==> src/rtl/seg_scan_pkg.sv <==
// rtl/seg_scan_pkg.sv - shared segment patterns, all-off constants and slot encoding
package seg_scan_pkg;

  localparam logic [3:0] AN_OFF  = 4'b1111;
  localparam logic [6:0] SEG_OFF = 7'h7F;

  // {g,f,e,d,c,b,a}, active-low
  localparam logic [6:0] SEG_0     = 7'b1000000;
  localparam logic [6:0] SEG_1     = 7'b1111001;
  localparam logic [6:0] SEG_2     = 7'b0100100;
  localparam logic [6:0] SEG_3     = 7'b0110000;
  localparam logic [6:0] SEG_4     = 7'b0011001;
  localparam logic [6:0] SEG_5     = 7'b0010010;
  localparam logic [6:0] SEG_6     = 7'b0000010;
  localparam logic [6:0] SEG_7     = 7'b1111000;
  localparam logic [6:0] SEG_8     = 7'b0000000;
  localparam logic [6:0] SEG_9     = 7'b0010000;
  localparam logic [6:0] SEG_DASH  = 7'b0111111;
  localparam logic [6:0] SEG_BLANK = 7'b1111111;

  typedef enum logic [1:0] {
    SLOT_SEC0 = 2'd0,
    SLOT_SEC1 = 2'd1,
    SLOT_MIN0 = 2'd2,
    SLOT_MIN1 = 2'd3
  } slot_e;

endpackage

==> src/rtl/seg_scan_if.sv <==
// rtl/seg_scan_if.sv - timer digits in, multiplexed display drive out
interface seg_scan_if;
  logic [3:0] minute1;
  logic [3:0] minute0;
  logic [3:0] second1;
  logic [3:0] second0;
  logic       finish;
  logic [6:0] seg;
  logic       dp;
  logic [3:0] an;

  modport master (
    output minute1, minute0, second1, second0, finish,
    input  seg, dp, an
  );

  modport slave (
    input  minute1, minute0, second1, second0, finish,
    output seg, dp, an
  );
endinterface

==> src/rtl/seg_scan_bcd_to_seg.sv <==
// rtl/seg_scan_bcd_to_seg.sv - combinational BCD to active-low segment decoder
module bcd_to_seg
  import seg_scan_pkg::*;
(
  input  logic [3:0] bcd,
  output logic [6:0] seg
);

  always_comb begin
    seg = SEG_DASH;
    case (bcd)
      4'd0:    seg = SEG_0;
      4'd1:    seg = SEG_1;
      4'd2:    seg = SEG_2;
      4'd3:    seg = SEG_3;
      4'd4:    seg = SEG_4;
      4'd5:    seg = SEG_5;
      4'd6:    seg = SEG_6;
      4'd7:    seg = SEG_7;
      4'd8:    seg = SEG_8;
      4'd9:    seg = SEG_9;
      default: seg = SEG_DASH;
    endcase
  end

endmodule

==> src/rtl/seg_scan.sv <==
// rtl/seg_scan.sv - 4-digit multiplexed display scanner with frame snapshot,
// dead-time, leading-zero blanking and finish blink
module seg_scan
  import seg_scan_pkg::*;
#(
  parameter int unsigned SCAN_DIV     = 50000,
  parameter int unsigned DEAD_CYC     = 500,
  parameter int unsigned BLINK_FRAMES = 125
) (
  input  logic        clk,
  input  logic        clear_n,
  seg_scan_if.slave   bus
);

  localparam int PW = (SCAN_DIV > 1) ? $clog2(SCAN_DIV) : 1;
  localparam int FW = (BLINK_FRAMES > 1) ? $clog2(BLINK_FRAMES) : 1;
  localparam logic [PW-1:0] PRESC_MAX = PW'(SCAN_DIV - 1);
  localparam logic [PW-1:0] DEAD_END  = PW'(DEAD_CYC);
  localparam logic [FW-1:0] FRAME_MAX = FW'(BLINK_FRAMES - 1);

  logic [PW-1:0]   presc_q, presc_d;
  slot_e           idx_q, idx_d;
  logic [3:0][3:0] snap_q, snap_d;
  logic [FW-1:0]   fcnt_q, fcnt_d;
  logic            phase_q, phase_d;
  logic            run_q, run_d;
  logic            armed_q, armed_d;
  logic            fin_prev_q, fin_prev_d;

  logic            tick;
  logic            frame_start;
  logic [3:0]      digit;
  logic [6:0]      dec_seg;
  logic            dead;
  logic            lz_blank;

  always_ff @(posedge clk or negedge clear_n) begin
    if (!clear_n) begin
      presc_q    <= '0;
      idx_q      <= SLOT_SEC0;
      snap_q     <= '0;
      fcnt_q     <= '0;
      phase_q    <= 1'b0;
      run_q      <= 1'b0;
      armed_q    <= 1'b0;
      // Starts high so a finish already high at release is not a rising edge
      fin_prev_q <= 1'b1;
    end else begin
      presc_q    <= presc_d;
      idx_q      <= idx_d;
      snap_q     <= snap_d;
      fcnt_q     <= fcnt_d;
      phase_q    <= phase_d;
      run_q      <= run_d;
      armed_q    <= armed_d;
      fin_prev_q <= fin_prev_d;
    end
  end

  always_comb begin
    tick        = (presc_q == PRESC_MAX);
    presc_d     = tick ? '0 : presc_q + 1'b1;
    idx_d       = tick ? slot_e'(idx_q + 2'd1) : idx_q;
    frame_start = tick && (idx_q == SLOT_MIN1);
    snap_d      = frame_start ? {bus.minute1, bus.minute0, bus.second1, bus.second0}
                              : snap_q;
  end

  // The first frame start after a rising finish only arms the counter, so the
  // partial frame in progress never eats into the first visible half-period.
  always_comb begin
    fin_prev_d = bus.finish;
    run_d      = run_q;
    armed_d    = armed_q;
    fcnt_d     = fcnt_q;
    phase_d    = phase_q;
    if (!bus.finish) begin
      run_d   = 1'b0;
      armed_d = 1'b0;
      fcnt_d  = '0;
      phase_d = 1'b0;
    end else begin
      if (!fin_prev_q) run_d = 1'b1;
      if (frame_start && run_q) begin
        if (!armed_q) begin
          armed_d = 1'b1;
        end else if (fcnt_q == FRAME_MAX) begin
          fcnt_d  = '0;
          phase_d = ~phase_q;
        end else begin
          fcnt_d = fcnt_q + 1'b1;
        end
      end
    end
  end

  assign digit = snap_q[idx_q];

  bcd_to_seg u_dec (
    .bcd (digit),
    .seg (dec_seg)
  );

  always_comb begin
    dead     = (presc_q < DEAD_END);
    lz_blank = (idx_q == SLOT_MIN1) && (snap_q[3] == 4'd0);
    bus.an   = AN_OFF;
    bus.seg  = SEG_OFF;
    bus.dp   = 1'b1;
    if (!(dead || phase_q || lz_blank)) begin
      bus.an  = ~(4'b0001 << idx_q);
      bus.seg = dec_seg;
      bus.dp  = (idx_q != SLOT_MIN0);
    end
  end

endmodule

==> src/flat_wrapper.sv <==
// flat-port wrapper written by rule: the top's interface ports become plain ports
module seg_scan_flat import seg_scan_pkg::*;
#(
  parameter int unsigned SCAN_DIV     = 50000,
  parameter int unsigned DEAD_CYC     = 500,
  parameter int unsigned BLINK_FRAMES = 125
)
  (clk, clear_n, bus_minute1, bus_minute0, bus_second1, bus_second0, bus_finish, bus_seg, bus_dp, bus_an);
  seg_scan_if bus_i ();
  input  logic clk;
  input  logic clear_n;
  input wire logic [$bits(bus_i.minute1)-1:0] bus_minute1;
  input wire logic [$bits(bus_i.minute0)-1:0] bus_minute0;
  input wire logic [$bits(bus_i.second1)-1:0] bus_second1;
  input wire logic [$bits(bus_i.second0)-1:0] bus_second0;
  input wire logic [$bits(bus_i.finish)-1:0] bus_finish;
  output wire logic [$bits(bus_i.seg)-1:0] bus_seg;
  output wire logic [$bits(bus_i.dp)-1:0] bus_dp;
  output wire logic [$bits(bus_i.an)-1:0] bus_an;
  assign bus_i.minute1 = bus_minute1;
  assign bus_i.minute0 = bus_minute0;
  assign bus_i.second1 = bus_second1;
  assign bus_i.second0 = bus_second0;
  assign bus_i.finish = bus_finish;
  assign bus_seg = bus_i.seg;
  assign bus_dp = bus_i.dp;
  assign bus_an = bus_i.an;
  seg_scan #(.SCAN_DIV(SCAN_DIV), .DEAD_CYC(DEAD_CYC), .BLINK_FRAMES(BLINK_FRAMES)) u_core (.clk(clk), .clear_n(clear_n), .bus(bus_i));
endmodule
==> config.mk <==
export PLATFORM = sky130hd
export DESIGN_NAME = seg_scan_flat
export DESIGN_NICKNAME = d
export VERILOG_FILES = /design/src/rtl/seg_scan_pkg.sv /design/src/rtl/seg_scan_if.sv /design/src/rtl/seg_scan_bcd_to_seg.sv /design/src/rtl/seg_scan.sv /design/src/flat_wrapper.sv
export SDC_FILE = /design/constraint.sdc
export NUM_CORES = 1
export LEC_CHECK = 0
export ABC_CLOCK_PERIOD_IN_PS = 4800
export CAP_MARGIN = 20
export CORE_MARGIN = 2
export CORE_UTILIZATION = 59
export DETAILED_ROUTE_END_ITERATION = 7
export GPL_ROUTABILITY_DRIVEN = 0
export HOLD_SLACK_MARGIN = 0.1
export PLACE_DENSITY = 0.84
export SETUP_SLACK_MARGIN = 0.5
export SLEW_MARGIN = 20
export SYNTH_ARGS = -nofsm -noshare
export SYNTH_HDL_FRONTEND = slang
export SYNTH_SLANG_ARGS = --single-unit
==> constraint.sdc <==
create_clock -name clk -period 4.8 [get_ports clk]
set_input_delay 1.2 -clock clk [delete_from_list [all_inputs] [get_ports clk]]
set_output_delay 1.2 -clock clk [all_outputs]
set_load 0.01 [all_outputs]
==> results of run 1 <==
## worst min-delay path, delay by kind of cell, from the launching register on
kind	cells	cell delay (ns)
AND/OR/NAND/NOR	2	0.10
flip-flops	1	0.35
## report_power, final
group,switching [mW],internal (mW)
Combinational,0.0108,0.0132
Sequential,0.000785,0.380
Clock,0.136,0.169
## layer usage
metal / wire [µm] / share of wire
met5: 0 / 0
met1: 2423 / 0.47
met4: 113 / 0.022
met2: 2479 / 0.48
met3: 154 / 0.030
## Yosys cell counts (2+ instances only)
cell type	count	area share
a211oi_1	2	0.0062
a21o_1	2	0.0062
a21oi_1	10	0.021
a311oi_1	2	0.0072
a31o_2	2	0.0072
a31oi_1	2	0.0051
and2_1	2	0.0051
and3_1	8	0.021
and4_1	2	0.0072
clkbuf_1	6	0.0093
dfrtp_1	44	0.45
ha_1	12	0.062
inv_1	13	0.020
mux4_2	4	0.037
nand2_1	65	0.10
nand2b_1	4	0.010
nand3_1	7	0.014
nand4_1	7	0.018
nor2_1	12	0.019
nor2b_1	2	0.0051
nor3_1	4	0.0082
nor4_1	3	0.0077
o21ai_0	12	0.025
o221a_2	2	0.0093
or4_1	3	0.0093
xnor2_1	6	0.022
xor2_1	5	0.018
## cell usage in the layout (no fill, tap or decap), drive strengths merged, types with 2 or more instances in the layout
master,n
nand2,65
dfrtp,44
clkdlybuf4s50,29
inv,13
nor2,12
o21ai,12
ha,12
a21oi,10
and3,8
nand3,7
nand4,7
clkbuf,7
xnor2,6
xor2,5
mux4,4
nor3,4
nand2b,4
nor4,4
or4,3
and2,3
a31o,2
a31oi,2
a21o,2
nor2b,2
a211oi,2
and4,2
a311oi,2
o221a,2
buf,2
## state kept, by name, indices dropped and copies added, names as in the netlist
register	flops
u_core.presc_q	16
u_core.phase_q	1
u_core.fin_prev_q	1
u_core.idx_q	2
u_core.run_q	1
u_core.fcnt_q	7
u_core.snap_q	16
u_core.armed_q	1
## kinds of logic (layout without fill, tap and decap cells)
| family | count (synthesis) | count (layout) | share of synthesized area |
|---|---|---|---|
| compound gates | 42 | 42 | 0.1132 |
| buf+inv | 23 | 53 | 0.03808 |
| fa+ha+maj | 12 | 12 | 0.06176 |
| mux | 5 | 5 | 0.04118 |
| simple gates | 124 | 124 | 0.2424 |
| flops | 45 | 45 | 0.4637 |
| xor+xnor | 11 | 11 | 0.03963 |
## final cells by class
type	count	area [µm²]	area share
Tap cell	50	62.56	0.02167
Clock buffer	6	82.58	0.02861
Clock inverter	2	37.54	0.01300
Sequential cell	45	1127	0.3905
Timing Repair Buffer	32	310.3	0.1075
Multi-Input combinational cell	194	1217	0.4218
Inverter	13	48.80	0.01691
## final timing paths
path / slack, ns / end / from
max reg2reg: 1.97 / u_core.phase_q$_DFFE_PN0P_ / u_core.presc_q[4]$_DFF_PN0_
min in group asynchronous: 0.88 / u_core.snap_q[11]$_DFFE_PN0P_ / clear_n
min: 0.47 / u_core.snap_q[10]$_DFFE_PN0P_ / u_core.snap_q[10]$_DFFE_PN0P_
min reg2reg: 0.47 / u_core.snap_q[10]$_DFFE_PN0P_ / u_core.snap_q[10]$_DFFE_PN0P_
max in group asynchronous: 3.54 / u_core.fcnt_q[6]$_DFFE_PN0P_ / clear_n
max: 0.81 / bus_seg[2] / u_core.presc_q[10]$_DFF_PN0_
## stage by stage
step	utilization	worst slack [ns]	std cells	power (mW)	instance area, µm²
after floorplan	-	1.627	262	0.3899	2431
after global placement	0.6947	1.120	333	0.4124	2759
after detailed placement	0.6947	1.024	333	0.4128	2759
after CTS	0.7250	0.7193	341	0.7139	2879
after global routing	0.7268	0.6793	342	0.7333	2887
final	0.7268	0.8102	342	0.7105	2887
==> metrics.txt, run 1 <==
status completed; worst path cell trace or4_1 -> nor4_1 -> a221oi_1 -> clkbuf_2 -> o21ai_0 -> clkdlybuf4s50_1; Startpoint Class flop; CTS buffer count 5; Global Route Usage Sum 0.2518; CTS Buffer Depth 2; CTS tree yes; WHS Path Cells 2; Root Driver clkbuf_8; min Tclk post-route 3.990 ns; Slowest cell on crit path or4_1; Crit path depth 6; post-cts repair resize count 0; Final Hold Violating Endpoints 0; final worst-path cycle share 0.8312; initial antenna violation count 0; average via count per standard cell between 5 and 6; num rows 23; register bit count reported by yosys 45; CTS Sinks 45; Most Used Layer, Global Route met2; DRC viols 0; CP endpoint kind primary output; clk_skew approximately 0.0095 ns; Arr. time, crit path around 2.8 ns; Seq/Total Area, Yosys 0.4637; DRT iter0 DRCs 190; Worst Tran Pin Value ~0.96 ns; M2 GR Usage 0.3847; final wirelength 5171 µm; met3 global-route usage 0.05099; fill count 288; global-route wire length before repair a little under 9000 µm; number of synthesized flops with an enable pin 0; Peak VDD IR 229.2 µV; Hold-fix buffers, CTS 0; synth unique cells 46; Cells after Synth 262; synthesis warning total 0; post-CTS setup buffer count 0; DRT antenna net count 0; CP peak stage delay 0.69 ns; Slew Viols, Final 0; syn nets 293; cell area power density 246.1 mW/mm²; I/O pins 31; Worst Path Max Fanout 8; PortBufs 30; Critical path buffers and inverters 2; Hold WS 0.4741 ns; core area 0.003971 mm²; drt first pass iters 4; largest net degree at the start of global routing 46; Area growth syn-to-layout 18.73%; Async S/R FF share, synth 1.000; # Max-Cap Violations 0; vias 1979; f_max 0.2506 GHz; hold crit path type reg2reg; Leak 1.287 nW; CP required 3.60 ns; Final #Nets 322; antenna cell count 0; detailed placer's ending HPWL 3602 µm; Worst Reg2Reg Path Length in Cells 4; worst-skew pair later-pin latency 0.30 ns; GRT Residual Overflow 0; layout cell share with drive strength beyond 1 0.07877; Routed WL per cell about 15 µm; RSZ-0062 raised after global routing no; Initial Utilization 0.6122; Mean Syn Cell Area 9.279 µm²; main flop type after synthesis dfrtp_1; CTS H-tree lvls 2; WS Path Type reg2out; Final Setup Violations 0; final setup TNS 0 ns; vias in the first global route 1845; Top Family by Delay on Critical Path simple AND/OR/NAND/NOR gates; Mapped Area 0.002431 mm²; DIE HEIGHT 68.19 µm; die area 0.004650 mm²; Die Width 68.19 µm; met1 global-route usage 0.3545; clock-pin slew on the worst setup and hold paths roughly 0.090 ns; Max transition margin 0.3563
Power figures use the tool's default switching activity.
==> inputs of run 2 (changes only) <==
--- a/config.mk
+++ b/config.mk
@@ -5,14 +5,14 @@
 export SDC_FILE = /design/constraint.sdc
 export NUM_CORES = 1
 export LEC_CHECK = 0
-export ABC_CLOCK_PERIOD_IN_PS = 4800
+export ABC_CLOCK_PERIOD_IN_PS = 3200
 export CAP_MARGIN = 20
 export CORE_MARGIN = 2
-export CORE_UTILIZATION = 59
+export CORE_UTILIZATION = 50
 export DETAILED_ROUTE_END_ITERATION = 7
 export GPL_ROUTABILITY_DRIVEN = 0
 export HOLD_SLACK_MARGIN = 0.1
-export PLACE_DENSITY = 0.84
+export PLACE_DENSITY = 0.76
 export SETUP_SLACK_MARGIN = 0.5
 export SLEW_MARGIN = 20
 export SYNTH_ARGS = -nofsm -noshare
==> constraint.sdc (replaced) <==
create_clock -name clk -period 3.2 [get_ports clk]
set_input_delay 0.8 -clock clk [delete_from_list [all_inputs] [get_ports clk]]
set_output_delay 0.8 -clock clk [all_outputs]
set_load 0.01 [all_outputs]
==> run 2 against run 1 <==
Compared with the run above:
- global-route usage shrank 2.7 points
- die area grew 17%
- design area grew 9.7%
- register-to-register slack lost 1.3 ns
- utilization shrank 5.2 points
- first-iteration DRC count shrank 44%
- largest power group unchanged
- highest routed layer unchanged
==> metrics.txt, run 2 (synthesis gave the netlist of run 1 again) <==
layout cell share with drive strength beyond 1 0.2476 (+0.1689); die area 0.005436 mm² (+17%); Top Family by Delay on Critical Path multiplexers; Final #Nets 345 (+7.1%); Layout Cells excl Fill 369 (+7.9%); hold crit path type reg2reg; WL met3 263 µm (+71%); detailed placer's ending HPWL 3703 µm (+2.8%); vias in the first global route 2086 (+13%); WHS Path Cells 2 (unchanged); Internal Power 0.8445 mW (+50%); Crit path depth 7 (+1); Die Width 73.73 µm (+8.1%); commonest cells after routing, fill and taps aside 64 x nand2_1, 43 x dfrtp_1, 22 x buf_4; Worst Path Max Fanout 6 (-2); Routed WL per cell 15.22 µm (+0.64%); CTS H-tree lvls 2 (unchanged); Worst R2R Start u_core.presc_q[13]$_DFF_PN0_; Leak 1.402 nW (+9.0%); DRT iter0 DRCs 106 (-44%); RSZ-0062 raised after global routing yes; Worst R2R Setup Slack 0.71 ns (-1.26 ns); f_max 0.3485 GHz; CP endpoint kind primary output; DIE HEIGHT 73.73 µm (+8.1%); Slew Viols, Final 0 (unchanged); hold path start u_core.snap_q[11]$_DFFE_PN0P_; global-route wire length before repair 9384 µm (+8.5%); DR top layer met4; DRC viols 0 (unchanged); Max transition margin 0.4841 (+0.1278); Startpoint Class flop; PortBufs 30 (unchanged); Logic pwr share 0.035 (about the same); final wirelength 5615 µm (+8.6%); CP peak stage delay 0.59 ns (-0.10 ns); vias 2118 (+7.0%); DRT antenna net count 0 (unchanged); worst r2r dst u_core.fcnt_q[3]$_DFFE_PN0P_; Area growth syn-to-layout 30.21%; WS Path Type reg2out; Worst Tran Pin Value 0.7674 ns (-0.1901 ns); Psw 0.2086 mW (+41%); Global Route Usage Sum 0.2252 (-0.02651); worst-skew pair later-pin latency 0.30 ns (about the same); min Tclk post-route 2.869 ns; Final Hold Violating Endpoints 0 (unchanged); Arr. time, crit path 2.07 ns (-0.72 ns); cell area power density 332.7 mW/mm² (+35%); commonest non-fill, non-tap cell in the layout nand2_1; Reg power frac 0.542 (+0.006); drt first pass iters 4 (unchanged); clock-pin slew on the worst setup and hold paths 0.08 ns (about the same); initial antenna violation count 0 (unchanged); final worst-path cycle share 0.8966; Peak VDD IR 235.6 µV (+2.8%); Inst Count DP 345 (+3.6%); status completed; Worst Reg2Reg Path Length in Cells 6 (+2); WL met1 2504 µm (+3.3%); CP required 2.40 ns (-1.20 ns); worst path cell trace mux4_2 -> buf_6 -> ha_4 -> nand2b_4 -> a21oi_2 -> o21ai_1 -> buf_2; Initial Utilization 0.5181 (-0.09403); Slowest cell on crit path mux4_2; clk_skew 0.008048 ns (-0.001480 ns); CTS buffer count 5 (unchanged); WHS Endpoint u_core.snap_q[11]$_DFFE_PN0P_; CTS tree yes; Sw Ratio 0.1981 (-0.009979); Largest regs u_core.presc_q (16), u_core.snap_q (16), u_core.fcnt_q (7); I/O pins 31 (unchanged); core area 0.004692 mm² (+18%); GRT Residual Overflow 0 (unchanged); CTS Buffer Depth 2 (unchanged); # Max-Cap Violations 0 (unchanged); met2 wire len 2739 µm (+10%); largest net degree at the start of global routing 46 (unchanged); Final Util 0.6747 (-0.05218); Root Driver clkbuf_8; num rows 25 (+8.7%); Critical path buffers and inverters 2 (unchanged); antenna cell count 0 (unchanged); average via count per standard cell 5.740 (-0.81%); CTS Sinks 45 (unchanged); Final Setup Violations 0 (unchanged); Clock power frac 0.423 (-0.007)
[run 2: cell count changes in the layout (fill, tap and decap cells not counted), moves of 6 or more]
cell,change
o21ai_0,-6
clkdlybuf4s50_1,-12
buf_4,+20
buf_2,+10
o21ai_1,+6
[run 2: final cells by class]
| type | count | area (µm²) |
|---|---|---|
| clock buffers | 7 | 86.33 |
| clock inverters | 1 | 30.03 |
| fillers | 359 | 1526 |
| inverters | 13 | 51.30 |
| multi-input cells | 194 | 1340 |
| flip-flops and latches | 45 | 1129 |
| well taps | 54 | 67.56 |
| repair buffers | 55 | 461.7 |
[run 2: worst max-delay path by stage]
stage	from	end	slack [ns]
floorplan	u_core.idx_q[0]$_DFFE_PN0N_	bus_seg[3]	0.54
global placement	u_core.idx_q[0]$_DFFE_PN0N_	bus_seg[1]	-0.04
detailed placement	u_core.idx_q[0]$_DFFE_PN0N_	bus_seg[2]	-0.11
CTS	u_core.idx_q[0]$_DFFE_PN0N_	bus_seg[5]	0.32
global route	u_core.idx_q[0]$_DFFE_PN0N_	bus_seg[2]	0.23
finish	u_core.idx_q[0]$_DFFE_PN0N_	bus_seg[5]	0.33
[run 2: power by group through the flow]
stage / sequential, mW / clock [mW] / combinational [mW]
floorplan: 0.582 / 0 / 0.00246
global placement: 0.582 / 0 / 0.0361
detailed placement: 0.582 / 0 / 0.0367
CTS: 0.571 / 0.453 / 0.0368
global route: 0.572 / 0.471 / 0.0414
finish: 0.571 / 0.446 / 0.0364
[run 2: per-stage QoR]
step / instance area (µm²) / total power, mW / TNS [ns] / worst slack [ns] / hold WS (ns)
floorplan: 2432 / 0.5848 / 0 / 0.5390 / 0.4334
global placement: 2824 / 0.6185 / -0.2569 / -0.04155 / 0.4496
detailed placement: 2824 / 0.6191 / -0.9745 / -0.1142 / 0.4527
CTS: 3093 / 1.061 / 0 / 0.3176 / 0.4717
global route: 3166 / 1.084 / 0 / 0.2277 / 0.5055
finish: 3166 / 1.053 / 0 / 0.3308 / 0.4801
[run 2: worst min-delay path: cells and delay by family (launching register included)]
| family | cells | cell delay, ns |
|---|---|---|
| AND/OR/NAND/NOR | 2 | 0.10 |
| flip-flops | 1 | 0.35 |
[run 2: timing repair]
item / in CTS / in global routing
pin swaps: 13 / 4
gates resized for setup: 76 / 8
hold buffers: 0 / 0
endpoints found under the setup margin: 12 / 12
setup buffers: 12 / 4
[run 2: layer usage]
layer / global-route usage / vias up
met4: 0.07475 / 0
li1: - / 1013
met3: 0.04801 / 9
met2: 0.3700 / 51
met5: 0 / -
met1: 0.2965 / 1045
==> inputs of run 3 (changes only) <==
--- a/config.mk
+++ b/config.mk
@@ -5,14 +5,13 @@
 export SDC_FILE = /design/constraint.sdc
 export NUM_CORES = 1
 export LEC_CHECK = 0
-export ABC_CLOCK_PERIOD_IN_PS = 3200
-export CAP_MARGIN = 20
+export ABC_CLOCK_PERIOD_IN_PS = 3400
 export CORE_MARGIN = 2
-export CORE_UTILIZATION = 50
+export CORE_UTILIZATION = 59
 export DETAILED_ROUTE_END_ITERATION = 7
 export GPL_ROUTABILITY_DRIVEN = 0
 export HOLD_SLACK_MARGIN = 0.1
-export PLACE_DENSITY = 0.76
+export PLACE_DENSITY = 0.84
 export SETUP_SLACK_MARGIN = 0.5
 export SLEW_MARGIN = 20
 export SYNTH_ARGS = -nofsm -noshare
==> constraint.sdc (replaced) <==
create_clock -name clk -period 3.4 [get_ports clk]
set_input_delay 0.85 -clock clk [delete_from_list [all_inputs] [get_ports clk]]
set_output_delay 0.85 -clock clk [all_outputs]
set_load 0.01 [all_outputs]
==> run 3 against run 2 <==
Compared with the run above:
- critical path type unchanged
- routed wire length grew 6.3%
- combinational power shrank 6.3%
- non-clock buffer count shrank 1
- clock skew grew 0.0014 ns
- clock-buffer cell count is the same
- utilization grew 11 points
- sequential cell count is the same
- total power shrank 5.5%
- largest cell class unchanged
- design area shrank 1.0%
==> metrics.txt, run 3 (synthesis gave the netlist of run 1 again) <==
DRC viols 0 (unchanged); met3 global-route usage 0.05263 (+0.004621); Leak 1.402 nW (about the same); Most Used Layer, Global Route met2; Max transition margin 0.5706 (+0.08650); Slew Viols, Final 0 (unchanged); pre-CTS setup slack -0.08205 ns (+0.03218 ns); Final Setup Violations 0 (unchanged); clock-pin slew on the worst setup and hold paths 0.08 ns (about the same); CTS H-tree lvls 2 (unchanged); commonest non-fill, non-tap cell in the layout nand2_1; f_max 0.3388 GHz; post-route worst setup slack 0.4484 ns (+0.1176 ns); final setup TNS 0 ns (unchanged); worst path cell trace mux4_2 -> ha_2 -> or2_4 -> a21oi_2 -> o21ai_1 -> buf_2; vias 2124 (+0.28%); fill count 247 (-31%); Cell Area, Placed 0.002804 mm² (-0.71%); RSZ-0062 raised after global routing yes; Area growth syn-to-layout 28.87%; WS Path Type reg2out; num rows 23 (-8.0%); met1 global-route usage 0.3595 (+0.06300); Arr. time, crit path 2.10 ns (+0.03 ns); CTS Buffer Depth 2 (unchanged); core area 0.003971 mm² (-15%); M2 GR Usage 0.4648 (+0.09477); hold crit path type reg2reg; final worst-path cycle share 0.8681; layout cell share with drive strength beyond 1 0.2357 (-0.01195); Largest regs u_core.presc_q (16), u_core.snap_q (16), u_core.fcnt_q (7); vias in the first global route 1945 (-6.8%); DRT antenna net count 0 (unchanged); worst-skew pair later-pin latency 0.30 ns (about the same); CP required 2.55 ns (+0.15 ns); largest net degree at the start of global routing 46 (unchanged); I/O pins 31 (unchanged); Worst Tran Pin Value 0.6382 ns (-0.1293 ns); clk_skew 0.009489 ns (+0.001441 ns); final wirelength 5967 µm (+6.3%); commonest cells after routing, fill and taps aside 64 x nand2_1, 43 x dfrtp_1, 20 x buf_4; CTS buffer count 5 (unchanged); Startpoint Class flop; min Tclk post-route 2.952 ns; antenna cell count 0 (unchanged); Worst Path Max Fanout 5 (-1); Slowest cell on crit path mux4_2; GRT Residual Overflow 0 (unchanged); PortBufs 30 (unchanged); Hold WS 0.4785 ns (-0.001657 ns); Global Route Usage Sum 0.2788 (+0.05353); DRT iter0 DRCs 147 (+39%); initial antenna violation count 0 (unchanged); Inst Count DP 339 (-1.7%); CTS tree yes; drt first pass iters 4 (unchanged); Root Driver clkbuf_8; CTS Sinks 45 (unchanged); detailed placer's ending HPWL 3543 µm (-4.3%); Final #Nets 344 (-0.29%); DIE HEIGHT 68.19 µm (-7.5%); average via count per standard cell 5.835 (+1.7%); status completed; Die Width 68.19 µm (-7.5%); global-route wire length before repair 9384 µm (unchanged); Layout Cells excl Fill 364 (-1.4%); Hold-fix buffers, CTS 0 (unchanged); die area 0.004650 mm² (-14%); Initial Utilization 0.6122 (+0.09403); final instance area 0.003133 mm² (-1.0%); CP peak stage delay 0.58 ns (about the same); # Max-Cap Violations 0 (unchanged); Peak VDD IR 252.7 µV (+7.2%); cell area power density 317.7 mW/mm² (-4.5%); CP endpoint kind primary output; Final Hold Violating Endpoints 0 (unchanged); Routed WL per cell 16.39 µm (+7.7%)
## run 3: path summary, 6_finish.rpt
path                                                    from                            to  slack [ns]  cells past startpoint
worst max-delay path             u_core.idx_q[0]$_DFFE_PN0N_                    bus_seg[0]        0.45                      6
worst min-delay path            u_core.snap_q[8]$_DFFE_PN0P_  u_core.snap_q[8]$_DFFE_PN0P_        0.48                      2
min in group asynchronous                            clear_n  u_core.snap_q[0]$_DFFE_PN0P_        0.52                      1
worst max register to register   u_core.presc_q[4]$_DFF_PN0_    u_core.phase_q$_DFFE_PN0P_        0.69                      5
max in group asynchronous                            clear_n   u_core.idx_q[0]$_DFFE_PN0N_        2.47                      1
worst min register to register  u_core.snap_q[8]$_DFFE_PN0P_  u_core.snap_q[8]$_DFFE_PN0P_        0.48                      2
## run 3: through the flow
stage / util / power (mW)
after floorplan: - / 0.5504
after global placement: 0.7060 / 0.5822
after detailed placement: 0.7060 / 0.5828
after CTS: 0.7766 / 1.001
after global routing: 0.7889 / 1.027
final: 0.7889 / 0.9955
## run 3: layout make-up
class	instances	area, µm²	area share
Timing Repair Buffer	54	445.4	0.1422
Sequential cell	45	1129	0.3602
Multi-Input combinational cell	194	1331	0.4249
Tap cell	50	62.56	0.01997
Inverter	13	48.80	0.01558
Clock inverter	1	30.03	0.009585
Clock buffer	7	86.33	0.02756
## run 3: repair_timing
item	4_1_cts	5_1_grt
pin swaps	8	5
setup buffers	15	2
endpoints found under the setup margin	12	12
gates resized for setup	72	10
## run 3: report_power, final
group / total (mW) / leakage (nW) / switching, mW / internal, mW
Clock: 0.424 / 0.0585 / 0.184 / 0.240
Sequential: 0.537 / 0.524 / 0.00100 / 0.536
Combinational: 0.0341 / 0.819 / 0.0154 / 0.0187
Total: 0.995 / 1.40 / 0.201 / 0.795
## run 3: worst max-delay path, delay by kind of cell, from the launching register on
family                   cells  cell delay [ns]
multiplexers                 1             0.58
AO/OA/AOI/OAI                2             0.20
adder cells (fa/ha/maj)      1             0.20
flip-flops                   1             0.45
buffers and inverters        1             0.14
AND/OR/NAND/NOR              1             0.24
## run 3: layer usage
layer	wire length, µm	up-vias
li1	-	1014
met1	2508	1039
met2	3047	58
met3	248	13
met4	162	0
met5	0	-
